File: src/rtl/shift_seq_pkg.sv
// Shared definitions for the sequential shifter: FSM state encoding, op codes and
// default geometry.
package shift_seq_pkg;

   localparam int SHIFT_WIDTH_DEF = 16;
   localparam int SHIFT_AMT_W_DEF = 4;

   typedef enum logic [1:0] {
      ST_IDLE  = 2'd0,
      ST_SHIFT = 2'd1,
      ST_DONE  = 2'd2
   } state_t;

   localparam logic [1:0] OP_SRL = 2'b00;
   localparam logic [1:0] OP_SLL = 2'b01;
   localparam logic [1:0] OP_ROR = 2'b10;
   localparam logic [1:0] OP_ROL = 2'b11;

endpackage

File: src/rtl/shift_seq_arb.sv
// Two-requester round-robin arbiter: on contention the requester not served last
// wins; a lone requester always wins.
module shift_seq_arb (
   input  logic [1:0] req,
   input  logic       enable,
   input  logic       last_id,
   output logic [1:0] grant
);

   // NOTE: grant gets a default before any branch so the block stays purely combinational
   // (no latch) whichever path is taken.
   always_comb begin
      grant = 2'b00;
      if (enable) begin
         if (req == 2'b11) grant = last_id ? 2'b01 : 2'b10;
         else              grant = req;
      end
   end

endmodule

File: src/rtl/shift_seq_ctrl.sv
// Two-requester bit-serial shifter (1 bit per cycle). Optional macro
// SHIFT_SEQ_ROTATE_EN enables ROR/ROL; otherwise op bit 1 is ignored.
module shift_seq_ctrl
   import shift_seq_pkg::*;
#(
   parameter int WIDTH = SHIFT_WIDTH_DEF,
   parameter int AMT_W = SHIFT_AMT_W_DEF
) (
   input  logic             CLK,
   input  logic             RST,
   input  logic [1:0]       REQ,
   input  logic [1:0]       OP_0,
   input  logic [1:0]       OP_1,
   input  logic [WIDTH-1:0] DATA_0,
   input  logic [WIDTH-1:0] DATA_1,
   input  logic [AMT_W-1:0] AMT_0,
   input  logic [AMT_W-1:0] AMT_1,
   output logic             BUSY,
   output logic             DONE,
   output logic             DONE_ID,
   output logic [WIDTH-1:0] SHIFT_OUT,
   output logic             SHIFT_Flag
);

   state_t           state_q;
   logic [WIDTH-1:0] work_q, work_nxt;
   logic [AMT_W-1:0] count_q;
   logic [1:0]       op_q;
   logic             carry_q, carry_nxt;
   logic             cur_id_q;
   logic             last_id_q;
   logic             done_id_q;
   logic [WIDTH-1:0] shift_out_q;
   logic             flag_q;
   logic [1:0]       grant;

   shift_seq_arb u_arb (
      .req     (REQ),
      .enable  (state_q == ST_IDLE),
      .last_id (last_id_q),
      .grant   (grant)
   );

   // One-bit step of the working register; the exiting bit becomes the carry.
   always_comb begin
      work_nxt  = work_q;
      carry_nxt = carry_q;
      case (op_q)
`ifdef SHIFT_SEQ_ROTATE_EN
         OP_SRL: begin work_nxt = {1'b0, work_q[WIDTH-1:1]};           carry_nxt = work_q[0];       end
         OP_SLL: begin work_nxt = {work_q[WIDTH-2:0], 1'b0};           carry_nxt = work_q[WIDTH-1]; end
         OP_ROR: begin work_nxt = {work_q[0], work_q[WIDTH-1:1]};      carry_nxt = work_q[0];       end
         OP_ROL: begin work_nxt = {work_q[WIDTH-2:0], work_q[WIDTH-1]}; carry_nxt = work_q[WIDTH-1]; end
`else
         OP_SRL, OP_ROR: begin work_nxt = {1'b0, work_q[WIDTH-1:1]}; carry_nxt = work_q[0];       end
         OP_SLL, OP_ROL: begin work_nxt = {work_q[WIDTH-2:0], 1'b0}; carry_nxt = work_q[WIDTH-1]; end
`endif
         default: ;
      endcase
   end

   // NOTE: all state below is written with non-blocking assignments so every register
   // samples pre-edge values, independent of statement order.
   always_ff @(posedge CLK) begin
      if (RST) begin
         state_q     <= ST_IDLE;
         work_q      <= '0;
         count_q     <= '0;
         op_q        <= OP_SRL;
         carry_q     <= 1'b0;
         cur_id_q    <= 1'b0;
         last_id_q   <= 1'b1;
         done_id_q   <= 1'b0;
         shift_out_q <= '0;
         flag_q      <= 1'b0;
      end else begin
         case (state_q)
            ST_IDLE: begin
               if (|grant) begin
                  work_q    <= grant[1] ? DATA_1 : DATA_0;
                  count_q   <= grant[1] ? AMT_1  : AMT_0;
                  op_q      <= grant[1] ? OP_1   : OP_0;
                  carry_q   <= 1'b0;
                  cur_id_q  <= grant[1];
                  last_id_q <= grant[1];
                  state_q   <= ST_SHIFT;
               end
            end
            ST_SHIFT: begin
               if (count_q == '0) begin
                  shift_out_q <= work_q;
                  flag_q      <= carry_q;
                  done_id_q   <= cur_id_q;
                  state_q     <= ST_DONE;
               end else begin
                  work_q  <= work_nxt;
                  carry_q <= carry_nxt;
                  count_q <= count_q - AMT_W'(1);
               end
            end
            ST_DONE: state_q <= ST_IDLE;
            default: state_q <= ST_IDLE;
         endcase
      end
   end

   assign BUSY       = (state_q != ST_IDLE);
   assign DONE       = (state_q == ST_DONE);
   assign DONE_ID    = done_id_q;
   assign SHIFT_OUT  = shift_out_q;
   assign SHIFT_Flag = flag_q;

endmodule
File: config.mk
export PLATFORM = sky130hd
export DESIGN_NAME = shift_seq_ctrl
export DESIGN_NICKNAME = d
export VERILOG_FILES = /design/src/rtl/shift_seq_pkg.sv /design/src/rtl/shift_seq_arb.sv /design/src/rtl/shift_seq_ctrl.sv
export SDC_FILE = /design/constraint.sdc
export NUM_CORES = 1
export LEC_CHECK = 0
export BUFFER_PORTS_ARGS = -buffer_cell sky130_fd_sc_hd__buf_2
export CAP_MARGIN = 20
export CORE_ASPECT_RATIO = 0.7
export CORE_MARGIN = 2
export CORE_UTILIZATION = 40
export DETAILED_ROUTE_END_ITERATION = 16
export GPL_ROUTABILITY_DRIVEN = 1
export RECOVER_POWER = 100
export SYNTH_ARGS = -nofsm -noshare
export SYNTH_HDL_FRONTEND = slang
export SYNTH_HIERARCHICAL = 1
export SYNTH_SLANG_ARGS = --single-unit
File: constraint.sdc
create_clock -name CLK -period 2.7 [get_ports CLK]
set_input_delay 0.135 -clock CLK [delete_from_list [all_inputs] [get_ports CLK]]
set_output_delay 0.135 -clock CLK [all_outputs]
set_load 0.02 [all_outputs]
=== After elaboration in Yosys (flattened, before gate mapping) ===
Cells that the tools add are included.

* Register bits after elaboration: 45
* Latch bits: 0
* Memories: 0
* Bits in writable memories: 0
* Word-level logic and storage cells: 52
* Input bits: 48
* Memory bits (read-only): 0

* Magnitude comparators: 0
* Reduce and logical (&&, ||, !) cells: 12
* Equal/unequal tests: 9
* Shift-type cells: 0
* $mul: 0
* Muxes and demuxes: 20
* Bitwise gates (word level): 0
* Add/sub/neg operators: 1
* Divide/modulo/power cells: 0

{| class="wikitable"
|+ Operator list
! kind !! number
|-
| $pmux W16 S2 || 2
|-
| $mux W16 || 3
|-
| $mux W2 || 6
|-
| $mux W4 || 3
|-
| $eq A2 B2 Y1 const B || 4
|-
| $pmux W4 S2 || 1
|-
| $ne A2 B2 Y1 const B || 3
|-
| $reduce_and A2 Y1 || 3
|-
| $reduce_or A2 Y1 || 3
|-
| $eq A2 B1 Y1 const B || 2
|-
| $logic_not A2 Y1 || 2
|-
| $logic_not A4 Y1 || 1
|-
| $pmux W1 S2 || 2
|-
| $pmux W2 S2 || 1
|-
| $reduce_bool A2 Y1 || 2
|-
| $sub A4 B1 Y4 const B || 1
|-
| $reduce_and A3 Y1 || 1
|-
| $mux W1 || 2
|}

=== Depth between registers and ports, before layout ===
Gate-level depths: netlist of run 1.

* Depth after elaboration: 6
* Mapped depth: 10

=== By module ===
The synthesis of run 1 kept the hierarchy.

{| class="wikitable"
|+ Modules (own cells, without submodules)
! module !! area each (um^2) !! instances !! cells each
|-
| shift_seq_ctrl || 2208.4 || 1 || 285
|-
| shift_seq_arb || 21.3 || 1 || 5
|}

=== Worst setup path before layout of run 1 ===
OpenSTA, ideal clock, no wires.

* Path kind: register to register
* Start: register state_q[1]
* End: register work_q[15]
* Setup slack: 0.654 ns
* Stages on the path, launching flop included: 11
* Path buffers: 3
* Clock period less this slack: 2.046 ns
* Arrival time: 1.975 ns
* Data required time: 2.630 ns
* Cells stage by stage: dfxtp_1 buf_2 nor2_1 nand2_1 a21oi_1 buf_2 nor3_1 or3_1 buf_4 a211o_1 a21oi_1

* Longest elaborated chain between the ends: 5
* Elaborated cells on any way between the ends: 11
* Classes of those cells: eq/ne (3); mux (4); reduce/logical (4)

{| class="wikitable"
|+ RTL lines
! element !! RTL line !! text
|-
| start: declaration || shift_seq_ctrl.sv:25 || <nowiki>state_t state_q;</nowiki>
|-
| start signal: assignment || shift_seq_ctrl.sv:66 || <nowiki>state_q <= ST_IDLE;</nowiki>
|-
| start signal: assignment || shift_seq_ctrl.sv:86 || <nowiki>state_q <= ST_SHIFT;</nowiki>
|-
| start signal: assignment || shift_seq_ctrl.sv:94 || <nowiki>state_q <= ST_DONE;</nowiki>
|-
| $logic_not A2 Y1 (*) || shift_seq_ctrl.sv:39 || <nowiki>.enable (state_q == ST_IDLE),</nowiki>
|-
| $mux W2 (*) || shift_seq_arb.sv:14 || <nowiki>if (enable) begin</nowiki>
|-
| named net grant[1] || shift_seq_ctrl.sv:35 || <nowiki>logic [1:0] grant;</nowiki>
|-
| $mux W16 or $reduce_or A2 Y1 (tied branches) || shift_seq_ctrl.sv:80, shift_seq_ctrl.sv:79 ||
|-
| $mux W16 or $ne A2 B2 Y1 (tied branches) || - ||
|-
| $pmux W16 S2 or $reduce_and A3 Y1 (tied branches) || - ||
|-
| end signal: assignment || shift_seq_ctrl.sv:80 || <nowiki>work_q <= grant[1] ? DATA_1 : DATA_0;</nowiki>
|-
| end signal: assignment || shift_seq_ctrl.sv:96 || <nowiki>work_q <= work_nxt;</nowiki>
|-
| end: declaration || shift_seq_ctrl.sv:26 || <nowiki>logic [WIDTH-1:0] work_q, work_nxt;</nowiki>
|}

Mark *: on every way through the listed nets, which the timed path passes. The rest lies on a longest branch. The select of a mux whose other input is x is not followed.
A chain may end at the register's enable or synchronous reset.

=== Worst setup path in the final report of run 1 ===
* Start: register state_q[0]
* End: register work_q[2]

* Longest elaborated chain between the ends: 5
* Elaborated cells on any way between the ends: 11
* Classes of those cells: eq/ne (3); mux (4); reduce/logical (4)

{| class="wikitable"
|+ RTL lines
! element !! RTL line !! text
|-
| $logic_not A2 Y1 || shift_seq_ctrl.sv:39 ||
|-
| $mux W2 || shift_seq_arb.sv:14 ||
|-
| named net grant[0] || shift_seq_ctrl.sv:35 ||
|-
| $reduce_or A2 Y1 || shift_seq_ctrl.sv:79 || <nowiki>if (|grant) begin</nowiki>
|-
| $ne A2 B2 Y1 (no line) || - ||
|-
| $reduce_and A3 Y1 (no line) || - ||
|}

The timed path passes the listed nets, and every way through them passes these cells. The select of a mux whose other input is x is not followed.

==> results_dict.tcl, run 1 <==
set metrics [dict create \
    max_freq_mhz 438 \
    row_count 22 \
    syn_nets 339 \
    power_density_nw_per_um2 1120 \
    antenna_found_initial 0 \
    cts_tree "yes" \
    cts.path.max_buffers 2 \
    n_antenna_cell 0 \
    hpwlAfterDp_microns 3680 \
    numCtsBuffers 5 \
    area_delta_synth_final_pct 19.8 \
    nFillCells 565 \
    hold_violations 0 \
    synthTopCellsByArea "dfxtp_1, mux2i_1, nand2_1" \
    ys_types 31 \
    gp_congestion 0.830 \
    syn-cell-area_sq_um 2230 \
    tns_ns 0 \
    p_leak_nw 1.08 \
    clkTransAtPathRegs_ns 0.08 \
    grt_pass1_wl_microns 8870 \
    ys_ff_latch 44 \
    outcome "complete, no violations" \
    crit_required_ns 2.84 \
    synthAdderAreaFrac_pct 0.561 \
    fin_crit_ns 2.28 \
    routed_wl_microns 5350 \
    io_pins 68 \
    peakVddDrop_mv 0.556 \
    grt_max_degree 45 \
    postCtsSetupBuffers 0 \
    final_cells 419 \
    synthArstFlopShare_pct 0 \
    setup.worst_path.class "reg2reg" \
    dpl.cell_count 411 \
    synth_edf_count 0 \
    coreArea_sq_um 5310 \
    endpoint_kind "flip-flop" \
    muxShareOfSynthArea_pct 16.3 \
    synth_ff_type "dfxtp_1" \
    utilization_pct 50.3 \
    relSlewSlack_pct 36.2 \
    yosys.area.top_type "dfxtp_1" \
    fp.dieW_microns 93.2 \
    vias_per_cell 4.93 \
    syn-instance-count 290 \
    maxCapViolations 0 \
    grt_overflow 0 \
    start_kind "flip-flop" \
    seq_area_frac_synth_pct 39.5 \
    grtUsageTotal_pct 18.3 \
    grt_pass1_vias 1865 \
    drive_gt1_share_pct 17.9 \
    root_buffer "clkbuf_8" \
    maxSlewViolCount 0 \
    worst_pin_slew_ns 0.956 \
    cts-htree-levels 2 \
    cp_data_arrival_time_ns 2.43 \
    finalCritPeriodShare_pct 84.6 \
    synth_top_area_share_pct 39.5 \
    yosys.area_share.simple_pct 24.0 \
    hold_buffers 0 \
    synth_xor_area_share_pct 0.393 \
    drtPass1Iterations 4 \
    finalClockSkew_ns 0.00598 \
    drtIter0Drc 82 \
    clkLatencyLatePin_ns 0.30 \
    start_util_pct 42.0 \
    dieArea_sq_um 6200 \
    drc 0 \
    rsz0062_at_grt "false" \
    port_buffers 65 \
    postSynthAreaPerCell_sq_um 7.69 \
    nNetsFinal 395 \
    synth_compound_area_share_pct 13.2 \
    hp-class "in2reg" \
    ant_nets 0 \
    vias 2066 \
    cts_num_sinks 44 \
    synth_warnings 6 \
    drt-wirelength-per-cell_microns 12.8 \
    cts_resized 0 \
    finalSetupViolCount 0 \
    crit_path_max_fanout 12 \
    die_y_microns 66.5 \
    synth_top_family_by_area "simple AND/OR/NAND/NOR gates" \
]
[metal layers]
| layer | GRT usage (%) | vias to the layer above | share of wire [%] |
|---|---|---|---|
| met5 | 0 | - | 0 |
| met4 | 5.33 | 0 | 0.79 |
| met3 | 4.41 | 5 | 7.1 |
| met2 | 26.6 | 58 | 39 |
| met1 | 26.6 | 913 | 53 |
| li1 | - | 1090 | - |
[per-stage QoR]
stage / hold slack [ns] / power [W] / area, sq um / worst slack [ns]
finish: 0.204 / 0.00300 / 2670 / 0.417
global route: 0.217 / 0.00326 / 2670 / 0.154
CTS: 0.202 / 0.00305 / 2710 / 0.444
detailed placement: 0.444 / 0.00254 / 2600 / 0.475
global placement: 0.441 / 0.00253 / 2600 / 0.479
floorplan: 0.369 / 0.00217 / 2230 / 0.654
[path summary, 6_finish.rpt]
kind / start / to / slack, ns / depth (start not counted)
worst min register to register: SHIFT_OUT[12] / SHIFT_OUT[12] / 0.46 / 2
worst max-delay path: state_q[0] / work_q[2] / 0.42 / 8
worst min-delay path: OP_0[0] / op_q[0] / 0.20 / 3
worst max register to register: state_q[0] / work_q[2] / 0.42 / 8
[logic make-up (layout without fill, tap and decap cells)]
kind of cell,count (synthesis),after routing
and+or+nand+nor,125,125
AOI/OAI and AO/OA,54,54
DFF,44,44
muxes,36,36
buffers and inverters,29,86
adders and majority gates,1,1
xor gates and xnor gates,1,1
[worst max-delay path, stage by stage (launching register included)]
cell and delay, ns:
dfxtp_1 0.36, nor2_1 0.35, nand2_1 0.09, a21oi_1 0.22, nor3_1 0.15, or3_1 0.53, clkbuf_2 0.27, nand2_1 0.09
a21oi_1 0.06
[layout by cell type, fill, tap and decap left out]
cell,synthesis,final
nor2b_1,2,2
clkbuf_2,0,1
inv_1,6,6
xor2_1,1,1
o21ai_0,4,4
a21oi_1,42,42
dfxtp_1,44,44
nand2_1,90,90
clkinv_2,0,1
a22oi_1,1,1
mux2_1,0,1
a211o_1,1,1
ha_1,1,1
nor2_1,6,6
a221oi_1,1,1
mux2_2,2,1
a211oi_1,1,1
a221o_1,1,1
or3_1,1,1
o21a_1,1,1
o2111ai_1,1,1
and2b_1,1,1
clkbuf_1,9,21
mux2i_1,34,34
nand2b_1,2,2
buf_4,2,6
clkbuf_8,0,5
o21ai_1,1,1
bufinv_16,0,1
nor4bb_4,1,1
nor4_1,1,1
nand3_1,18,18
nor3_2,0,1
buf_2,9,45
nor3_1,3,2
[state kept, by name, summed over array words and instances, names as in the netlist]
register and cells:
SHIFT_OUT 16, count_q 4, cur_id_q 1, state_q 2, last_id_q 1, op_q 1
SHIFT_Flag 1, DONE_ID 1, carry_q 1, work_q 16
[cell usage after synthesis, types with 2 or more instances]
library cell and number:
buf_4 2, buf_2 9, nand2b_1 2, clkbuf_1 9
a21oi_1 42, inv_1 6, mux2i_1 34, nor2_1 6
mux2_2 2, nor3_1 3, nand2_1 90, dfxtp_1 44
buf_1 2, nor2b_1 2, nand3_1 18, o21ai_0 4
[cell type report]
cell class / instances / area, sq um / area share, %
well taps: 72 / 90.1 / 3.37
clock buffers: 6 / 72.6 / 2.72
multi-input cells: 217 / 1220 / 45.6
inverters: 6 / 22.5 / 0.843
flip-flops and latches: 44 / 881 / 33.0
clock inverters: 2 / 35.0 / 1.31
repair buffers: 72 / 350 / 13.1
[where the power goes]
part	internal [W]	switching, W
registers	0.000860	0.000250
logic	0.000565	0.000820
clock network	0.000275	0.000227
total	0.00170	0.00130
Note: power is estimated with default switching activity, not from simulation.
==> run 2, diff against run 1 <==
Clock period 2.7 ns to 2.3 ns, I/O delays scaled along.
==> run 2 against run 1 <==
Compared with the run above:
- cell area increased by 1.5%
- count of clock-buffer cells in the layout increased by 2
- clock power about the same
- wire length decreased by 0.80%
- core utilization increased by 0.78 points
- via count increased by 0.73%
- sequential share of layout area decreased by 0.50 points
- setup slack got worse by 0.22 ns
- sequential power increased by 14%
==> results_dict.tcl, run 2 (synthesis results as in run 1) <==
set metrics [dict create \
    fin_crit_ns 2.11 \
    cts.path.max_buffers 2 \
    antenna_found_initial 0 \
    p_leak_nw 1.10 \
    cts_num_sinks 44 \
    clkLatencyLatePin_ns 0.29 \
    r2r_start "state_q[0]" \
    grt_use_met2_pct 26.8 \
    hold_violations 0 \
    row_count 22 \
    crit_required_ns 2.44 \
    outcome "complete, no violations" \
    regArea_sq_um 881 \
    numCtsBuffers 5 \
    gp_congestion 0.853 \
    coreArea_sq_um 5310 \
    ff2ff_setup_slack_ns 0.19 \
    cts_tree "yes" \
    fp.dieW_microns 93.2 \
    cts_resized 0 \
    cp_num_cells 8 \
    maxSlewViolCount 0 \
    rsz0062_at_grt "false" \
    start_kind "flip-flop" \
    io_pins 68 \
    die_y_microns 66.5 \
    cp_slowest_cell "or3_1" \
    port_buffers 65 \
    finalCritPeriodShare_pct 91.7 \
    drc 0 \
    area_delta_synth_final_pct 21.6 \
    endpoint_kind "flip-flop" \
    critPathBufInv 1 \
    max_stage_delay_ns 0.51 \
    grtUsageTotal_pct 18.0 \
    nNetsFinal 400 \
    max_freq_mhz 474 \
    peakVddDrop_mv 0.682 \
    cp_data_arrival_time_ns 2.25 \
    grt_pass1_vias 1871 \
    drtIter0Drc 76 \
    drt-wirelength-per-cell_microns 12.5 \
    hold_buffers 0 \
    postCtsSetupBuffers 0 \
    drtPass1Iterations 4 \
    worst_pin_slew_ns 0.819 \
    hp-class "in2reg" \
    hpwlAfterDp_microns 3760 \
    fin_ws_ns 0.192 \
    utilization_pct 51.0 \
    finalSetupViolCount 0 \
    ant_nets 0 \
    root_buffer "clkbuf_8" \
    grt_pass1_wl_microns 8800 \
    grt_overflow 0 \
    busiest_layer "met2" \
    worst_r2r_endpoint "work_q[10]" \
    n_antenna_cell 0 \
    vias 2081 \
    tns_ns 0 \
    pre_cts_ws_ns 0.299 \
    cp_cell_sequence "nor2_1 > nand2_1 > a21oi_1 > nor3_1 > or3_1 > buf_12 > nand2_1 > a21oi_1" \
    setup.worst_path.class "reg2reg" \
    worstSetupStartpoint "state_q[0]" \
    clkTransAtPathRegs_ns 0.08 \
    crit_family "simple AND/OR/NAND/NOR gates" \
    met3_usage_pct 3.96 \
    dieArea_sq_um 6200 \
    drive_gt1_share_pct 18.5 \
    final_cell_mix "nand2_1, buf_2, dfxtp_1" \
    multi_input_area_sq_um 1220 \
    power_density_nw_per_um2 1310 \
    finalClockSkew_ns 0.00308 \
    cts-htree-levels 2 \
    grtUsageMet1_pct 26.7 \
    grt_max_degree 45 \
    nFillCells 539 \
    r2r_cells 8 \
    relSlewSlack_pct 45.4 \
    maxCapViolations 0 \
    crit_end "work_q[10]" \
    start_util_pct 42.0 \
    vias_per_cell 4.91 \
    final_common_cell "nand2_1" \
    crit_path_max_fanout 12 \
    routed_wl_microns 5300 \
]
run 2: cell types whose count changed in the layout (fill, tap and decap cells not counted), sizes merged:
cell / before / now
buf: 51 / 56
bufinv: 1 / 0
clkbuf: 27 / 29
clkinv: 1 / 0
run 2: layout make-up:
type	instances	share of cell area, %
Multi-Input combinational cell	217	44.9
Sequential cell	44	32.5
Timing Repair Buffer	77	15.1
Clock buffer	8	3.32
Tap cell	72	3.32
Inverter	6	0.831
run 2: metal layers:
metal  routed length, microns  vias up
li1                         -     1097
met1                     2870      919
met2                     2080       63
met3                      335        2
met4                       12        0
met5                        0        -
run 2: tightest hold or removal path: stages:
cell      delay [ns]
buf_2           0.09
mux2i_1         0.14
a211oi_1        0.09
run 2: worst min-delay path by stage:
stage	start	to	slack [ns]	depth (start not counted)
finish	OP_0[0]	op_q[0]	0.19	3
global route	OP_0[0]	op_q[0]	0.19	3
CTS	OP_0[0]	op_q[0]	0.18	3
detailed placement	SHIFT_OUT[0]	SHIFT_OUT[0]	0.44	2
global placement	SHIFT_Flag	SHIFT_Flag	0.44	2
floorplan	OP_0[0]	op_q[0]	0.35	2
run 2: report_power, final:
part	internal, W	total (W)	switching [W]
registers	0.00101	0.00127	0.000258
clock network	0.000245	0.000498	0.000253
logic	0.000753	0.00177	0.00102
total	0.00201	0.00354	0.00153
run 2: through the flow:
stage               power, W  area [sq um]  cells  hold WS, ns
global route         0.00384          2710    424        0.195
floorplan            0.00255          2230    290        0.349
detailed placement   0.00311          2680    416        0.443
CTS                  0.00361          2770    424        0.176
global placement     0.00310          2680    416        0.440
finish               0.00354          2710    424        0.186
